<file path="config.mk">
export PLATFORM = sky130hd
export DESIGN_NAME = pc_counter_flat
export DESIGN_NICKNAME = d
export VERILOG_FILES = /design/src/rtl/pc_counter_if.sv /design/src/rtl/pc_counter.sv /design/src/flat_wrapper.sv
export SDC_FILE = /design/constraint.sdc
export NUM_CORES = 1
export LEC_CHECK = 0
export ABC_AREA = 1
export CAP_MARGIN = 20
export CORE_ASPECT_RATIO = 0.8
export CORE_MARGIN = 5
export CORE_UTILIZATION = 53
export DETAILED_ROUTE_END_ITERATION = 8
export PLACE_DENSITY_LB_ADDON = 0.12
export SLEW_MARGIN = 10
export SYNTH_ARGS = -nofsm -noshare
export SYNTH_HDL_FRONTEND = slang
export SYNTH_SLANG_ARGS = --single-unit
</file>
<file path="constraint.sdc">
create_clock -name clock -period 2.5 [get_ports clock]
set_input_delay 0.5 -clock clock [delete_from_list [all_inputs] [get_ports clock]]
set_output_delay 0.5 -clock clock [all_outputs]
set_load 0.1 [all_outputs]
</file>
<file path="src/rtl/pc_counter_if.sv">
// Control/target inputs and PC/stack status outputs of the program counter.
// Plain wires only; no flow control, every request is consumed on the next edge.
interface pc_counter_if #(
  parameter int WIDTH = 16
);
  logic [WIDTH-1:0] in;
  logic             clr;
  logic             load;
  logic             inc;
  logic             call;
  logic             ret;
  logic [WIDTH-1:0] out;
  logic             ret_empty;
  logic             ret_full;
  logic             err;
  logic             ovf;

  modport master (
    output in, clr, load, inc, call, ret,
    input  out, ret_empty, ret_full, err, ovf
  );

  modport slave (
    input  in, clr, load, inc, call, ret,
    output out, ret_empty, ret_full, err, ovf
  );
endinterface

</file>
<file path="src/rtl/pc_counter.sv">
// Program counter with LIFO return stack: clr > call > ret > load > inc > hold, one cycle latency, never stalls.
// Optional PC_OVF_TRAP_EN: inc at all-ones saturates and sets sticky ovf instead of wrapping.
module pc_counter #(
  parameter int WIDTH = 16,
  parameter int DEPTH = 4
) (
  input  logic        clock,
  input  logic        reset_n,
  pc_counter_if.slave bus
);
  localparam int AW = (DEPTH > 1) ? $clog2(DEPTH) : 1;
  localparam int CW = $clog2(DEPTH) + 1;

  logic [WIDTH-1:0] pc_q, pc_d;
  logic [CW-1:0]    cnt_q, cnt_d;
  logic             err_q, err_d;
  logic [WIDTH-1:0] stk_q [DEPTH];
  logic             push;
  logic             empty, full;
  logic [AW-1:0]    wr_idx, rd_idx;
  logic [WIDTH-1:0] ret_addr;
`ifdef PC_OVF_TRAP_EN
  logic             ovf_q, ovf_d;
`endif

  assign empty    = (cnt_q == '0);
  assign full     = (cnt_q == CW'(DEPTH));
  // Below full the low count bits are the next free slot; top entry is one below.
  assign wr_idx   = cnt_q[AW-1:0];
  assign rd_idx   = wr_idx - AW'(1);
  assign ret_addr = pc_q + WIDTH'(1);

  always_comb begin
    pc_d  = pc_q;
    cnt_d = cnt_q;
    err_d = err_q;
    push  = 1'b0;
`ifdef PC_OVF_TRAP_EN
    ovf_d = ovf_q;
`endif
    if (bus.clr) begin
      pc_d  = '0;
      cnt_d = '0;
      err_d = 1'b0;
`ifdef PC_OVF_TRAP_EN
      ovf_d = 1'b0;
`endif
    end else if (bus.call) begin
      pc_d = bus.in;
      if (full) begin
        err_d = 1'b1;
      end else begin
        push  = 1'b1;
        cnt_d = cnt_q + CW'(1);
      end
    end else if (bus.ret) begin
      if (empty) begin
        err_d = 1'b1;
      end else begin
        pc_d  = stk_q[rd_idx];
        cnt_d = cnt_q - CW'(1);
      end
    end else if (bus.load) begin
      pc_d = bus.in;
    end else if (bus.inc) begin
`ifdef PC_OVF_TRAP_EN
      if (&pc_q) begin
        ovf_d = 1'b1;
      end else begin
        pc_d = ret_addr;
      end
`else
      pc_d = ret_addr;
`endif
    end
  end

  always_ff @(posedge clock or negedge reset_n) begin
    if (!reset_n) begin
      pc_q  <= '0;
      cnt_q <= '0;
      err_q <= 1'b0;
    end else begin
      pc_q  <= pc_d;
      cnt_q <= cnt_d;
      err_q <= err_d;
    end
  end

`ifdef PC_OVF_TRAP_EN
  always_ff @(posedge clock or negedge reset_n) begin
    if (!reset_n) begin
      ovf_q <= 1'b0;
    end else begin
      ovf_q <= ovf_d;
    end
  end
  assign bus.ovf = ovf_q;
`else
  assign bus.ovf = 1'b0;
`endif

  // Storage is left unreset; only the count decides which entries are live.
  always_ff @(posedge clock) begin
    if (push) begin
      stk_q[wr_idx] <= ret_addr;
    end
  end

  assign bus.out       = pc_q;
  assign bus.ret_empty = empty;
  assign bus.ret_full  = full;
  assign bus.err       = err_q;
endmodule

</file>
<file path="src/flat_wrapper.sv">
// flat-port wrapper written by rule: the top's interface ports become plain ports
module pc_counter_flat 
#(
  parameter int WIDTH = 16,
  parameter int DEPTH = 4
)
  (clock, reset_n, bus_in, bus_clr, bus_load, bus_inc, bus_call, bus_ret, bus_out, bus_ret_empty, bus_ret_full, bus_err, bus_ovf);
  pc_counter_if #(.WIDTH(WIDTH)) bus_i ();
  input  logic clock;
  input  logic reset_n;
  input wire logic [$bits(bus_i.in)-1:0] bus_in;
  input wire logic [$bits(bus_i.clr)-1:0] bus_clr;
  input wire logic [$bits(bus_i.load)-1:0] bus_load;
  input wire logic [$bits(bus_i.inc)-1:0] bus_inc;
  input wire logic [$bits(bus_i.call)-1:0] bus_call;
  input wire logic [$bits(bus_i.ret)-1:0] bus_ret;
  output wire logic [$bits(bus_i.out)-1:0] bus_out;
  output wire logic [$bits(bus_i.ret_empty)-1:0] bus_ret_empty;
  output wire logic [$bits(bus_i.ret_full)-1:0] bus_ret_full;
  output wire logic [$bits(bus_i.err)-1:0] bus_err;
  output wire logic [$bits(bus_i.ovf)-1:0] bus_ovf;
  assign bus_i.in = bus_in;
  assign bus_i.clr = bus_clr;
  assign bus_i.load = bus_load;
  assign bus_i.inc = bus_inc;
  assign bus_i.call = bus_call;
  assign bus_i.ret = bus_ret;
  assign bus_out = bus_i.out;
  assign bus_ret_empty = bus_i.ret_empty;
  assign bus_ret_full = bus_i.ret_full;
  assign bus_err = bus_i.err;
  assign bus_ovf = bus_i.ovf;
  pc_counter #(.WIDTH(WIDTH), .DEPTH(DEPTH)) u_core (.clock(clock), .reset_n(reset_n), .bus(bus_i));
endmodule
</file>
==> results.md <==
* Crit path kind: reg2out
* Setup tns final at 0 ns
* Flop and latch count out of synthesis at 84
* Register area share after synthesis at 56.1%
* Synth area leaders: edfxtp_1, dfrtp_1, nor2_1
* Max-cap viol count at 0
* Netlist Area Pre-Place at 0.00432 mm2
* Initial Util at 54.3%
* GRT Overall Usage at 21.5%
* Syn-to-layout area delta at 16.3%
* Routed WL at 10,600 um
* Pre-antenna DRT Iters at 5
* Pre-CTS WS at 0.128 ns
* R2R Path Start: u_core.cnt_q[1]$_DFFE_PN0P_
* PwrDens at 993 mW/mm2
* Count leader, synth: nor2_1
* Htree depth at 3
* Crit path time final at 2.05 ns
* Post-synth top area cell: edfxtp_1
* PostCTS Resize Cnt at 0
* Highest Clock Rate at 487 MHz
* FF-to-FF End: u_core.bus.out[4]$_DFFE_PN0P_
* Leakage at 1.96 nW
* Layout cell share with drive strength beyond 1 at 17.0%
* Pin count of the biggest net entering global routing at 37
* Diode count at 0
* R2R setup slack at 0.53 ns
* Post-DR vias/cell at 5.46
* Slew headroom at 56.1%
* NumNets Final at 530
* Syn nets at 485
* Arrival @ worst endpoint at 1.55 ns
* HP Class: in2async
* Post-synth top area share at 44.5%
* Top FF cell, synth: edfxtp_1
* Hold_buf cts at 0
* Die area at 0.0101 mm2
* Crit end category: output pin
* Final Setup Violations at 0
* CTS max path bufs at 2
* Clock skew at 0.00687 ns
* Rows at 29
* Setup bufs post-CTS at 0
* Maximum vdd drop at 0.750 mV
* Via count at 3,351
* Overflow after GRT at 0
* CTS tree: yes
* Syn_area_per_cell at 9.47 um2
* Port Buffers at 41
* First-pass GRT wire length at 16,900 um
* CP required at 2.00 ns
* Die width at 111 um
* Post-synthesis cell count at 456
* CP Max Fanout at 4
* Count of final hold-check violations at 0
* Root Driver: clkbuf_8
* Yosys Warn Count at 0
* Global placer's final weighted congestion at 0.804
* Worst Slack Setup Final at 0.449 ns
* Clock tree sinks at 84
* Initial antenna violation count at 0
* Io pins at 43
* Die height at 90.7 um
* Max Transition Viols Final at 0
* Worst-margin pin slew at 0.658 ns
* Final period util at 82.1%
* Outcome: finished clean
* CTS clock-pin slew for the worst setup and hold paths at 0.08 ns
* Final ANT Viol Nets at 0
* Post-synth EDFFs at 64
* DP HPWL at 7070 um
* Core Box Area at 0.00795 mm2
* Synth cell count leaders: nor2_1, nand2_1, edfxtp_1, o21ai_0, inv_1
* Unique masters post-synth at 38
* Cts bufs inserted at 9
* Asr flop ratio synth at 23.8%
* WL/cell at 17.3 um
* DRC at 0
* Clk_lat worst skew at 0.36 ns
* Number of global-route vias before repair at 3,213
* Startpoint Class: register
* RSZ-0062 raised after global routing: no
* Reg2Reg Depth at 7
* Drt initial violations at 256
metrics by stage:
stage / power [mW] / cells / hold WS, ns / instance area, um2 / utilization (%)
floorplan: 3.47 / 456 / 0.204 / 4320 / -
global placement: 4.02 / 598 / 0.485 / 4830 / 60.8
detailed placement: 4.06 / 598 / 0.489 / 4830 / 60.8
CTS: 5.00 / 614 / 0.489 / 5020 / 63.2
global route: 5.25 / 614 / 0.514 / 5020 / 63.2
finish: 4.99 / 614 / 0.487 / 5020 / 63.2
worst max-delay path by stage:
stage	from	slack [ns]	end	depth (start not counted)
6_report	u_core.cnt_q[1]$_DFFE_PN0P_	0.45	bus_ret_empty	5
5_1_grt	u_core.cnt_q[1]$_DFFE_PN0P_	0.36	u_core.bus.out[4]$_DFFE_PN0P_	7
4_1_cts	u_core.cnt_q[1]$_DFFE_PN0P_	0.43	bus_ret_empty	5
3_5_place_dp	bus_call	0.13	u_core.bus.out[11]$_DFFE_PN0P_	8
3_3_place_gp	bus_call	0.20	u_core.bus.out[7]$_DFFE_PN0P_	8
2_1_floorplan	u_core.cnt_q[0]$_DFFE_PN0P_	0.22	bus_ret_empty	6
kinds of logic (layout without fill, tap and decap cells):
kind of cell	Yosys count	in the layout	synth area share [%]
other cells	1	1	0.0869
xor+xnor	7	7	1.59
flops	84	84	56.1
simple gates	190	190	19.1
compound gates	111	111	15.3
fa+ha+maj	6	6	1.91
buf+inv	57	107	5.91
cell usage in the layout (no fill, tap or decap), types with 18 or more instances in the layout:
cell / synthesis / routed
a21oi_1: 30 / 30
buf_4: 1 / 32
clkdlybuf4s50_1: 0 / 22
dfrtp_1: 20 / 20
edfxtp_1: 64 / 64
inv_1: 32 / 32
nand2_1: 66 / 66
nand3_1: 18 / 18
nor2_1: 77 / 77
o21ai_0: 41 / 41
worst max-delay path: stages (launching register included):
cell	delay [ns]
dfrtp_1	0.40
inv_1	0.15
ha_1	0.20
nand2_1	0.12
inv_1	0.14
buf_12	0.18
flip-flops by register name, summed over array words and instances, names as in the netlist:
| register | cells |
|---|---|
| u_core.bus.err | 1 |
| u_core.cnt_q | 3 |
| u_core.bus.out | 16 |
| u_core.stk_q | 64 |
layer usage:
metal | part of all wire (%) | global-route usage [%]
met5 | 0 | 0
met4 | 1.1 | 4.92
met3 | 6.2 | 4.42
met2 | 48 | 36.4
met1 | 45 | 28.7
power breakdown:
part	total (mW)	internal [mW]	switching [mW]
Clock	0.949	0.460	0.489
Sequential	1.92	1.77	0.150
Combinational	2.12	0.583	1.54
area by class of cell:
| class | instances | area, um2 |
|---|---|---|
| timing repair buffer | 56 | 500 |
| clock inverter | 6 | 65.1 |
| inverter | 35 | 131 |
| multi-input combinational | 315 | 1640 |
| sequential | 84 | 2420 |
| fill | 669 | 2930 |
| clock buffer | 10 | 128 |
| tap | 108 | 135 |
Power figures use the tool's default switching activity.
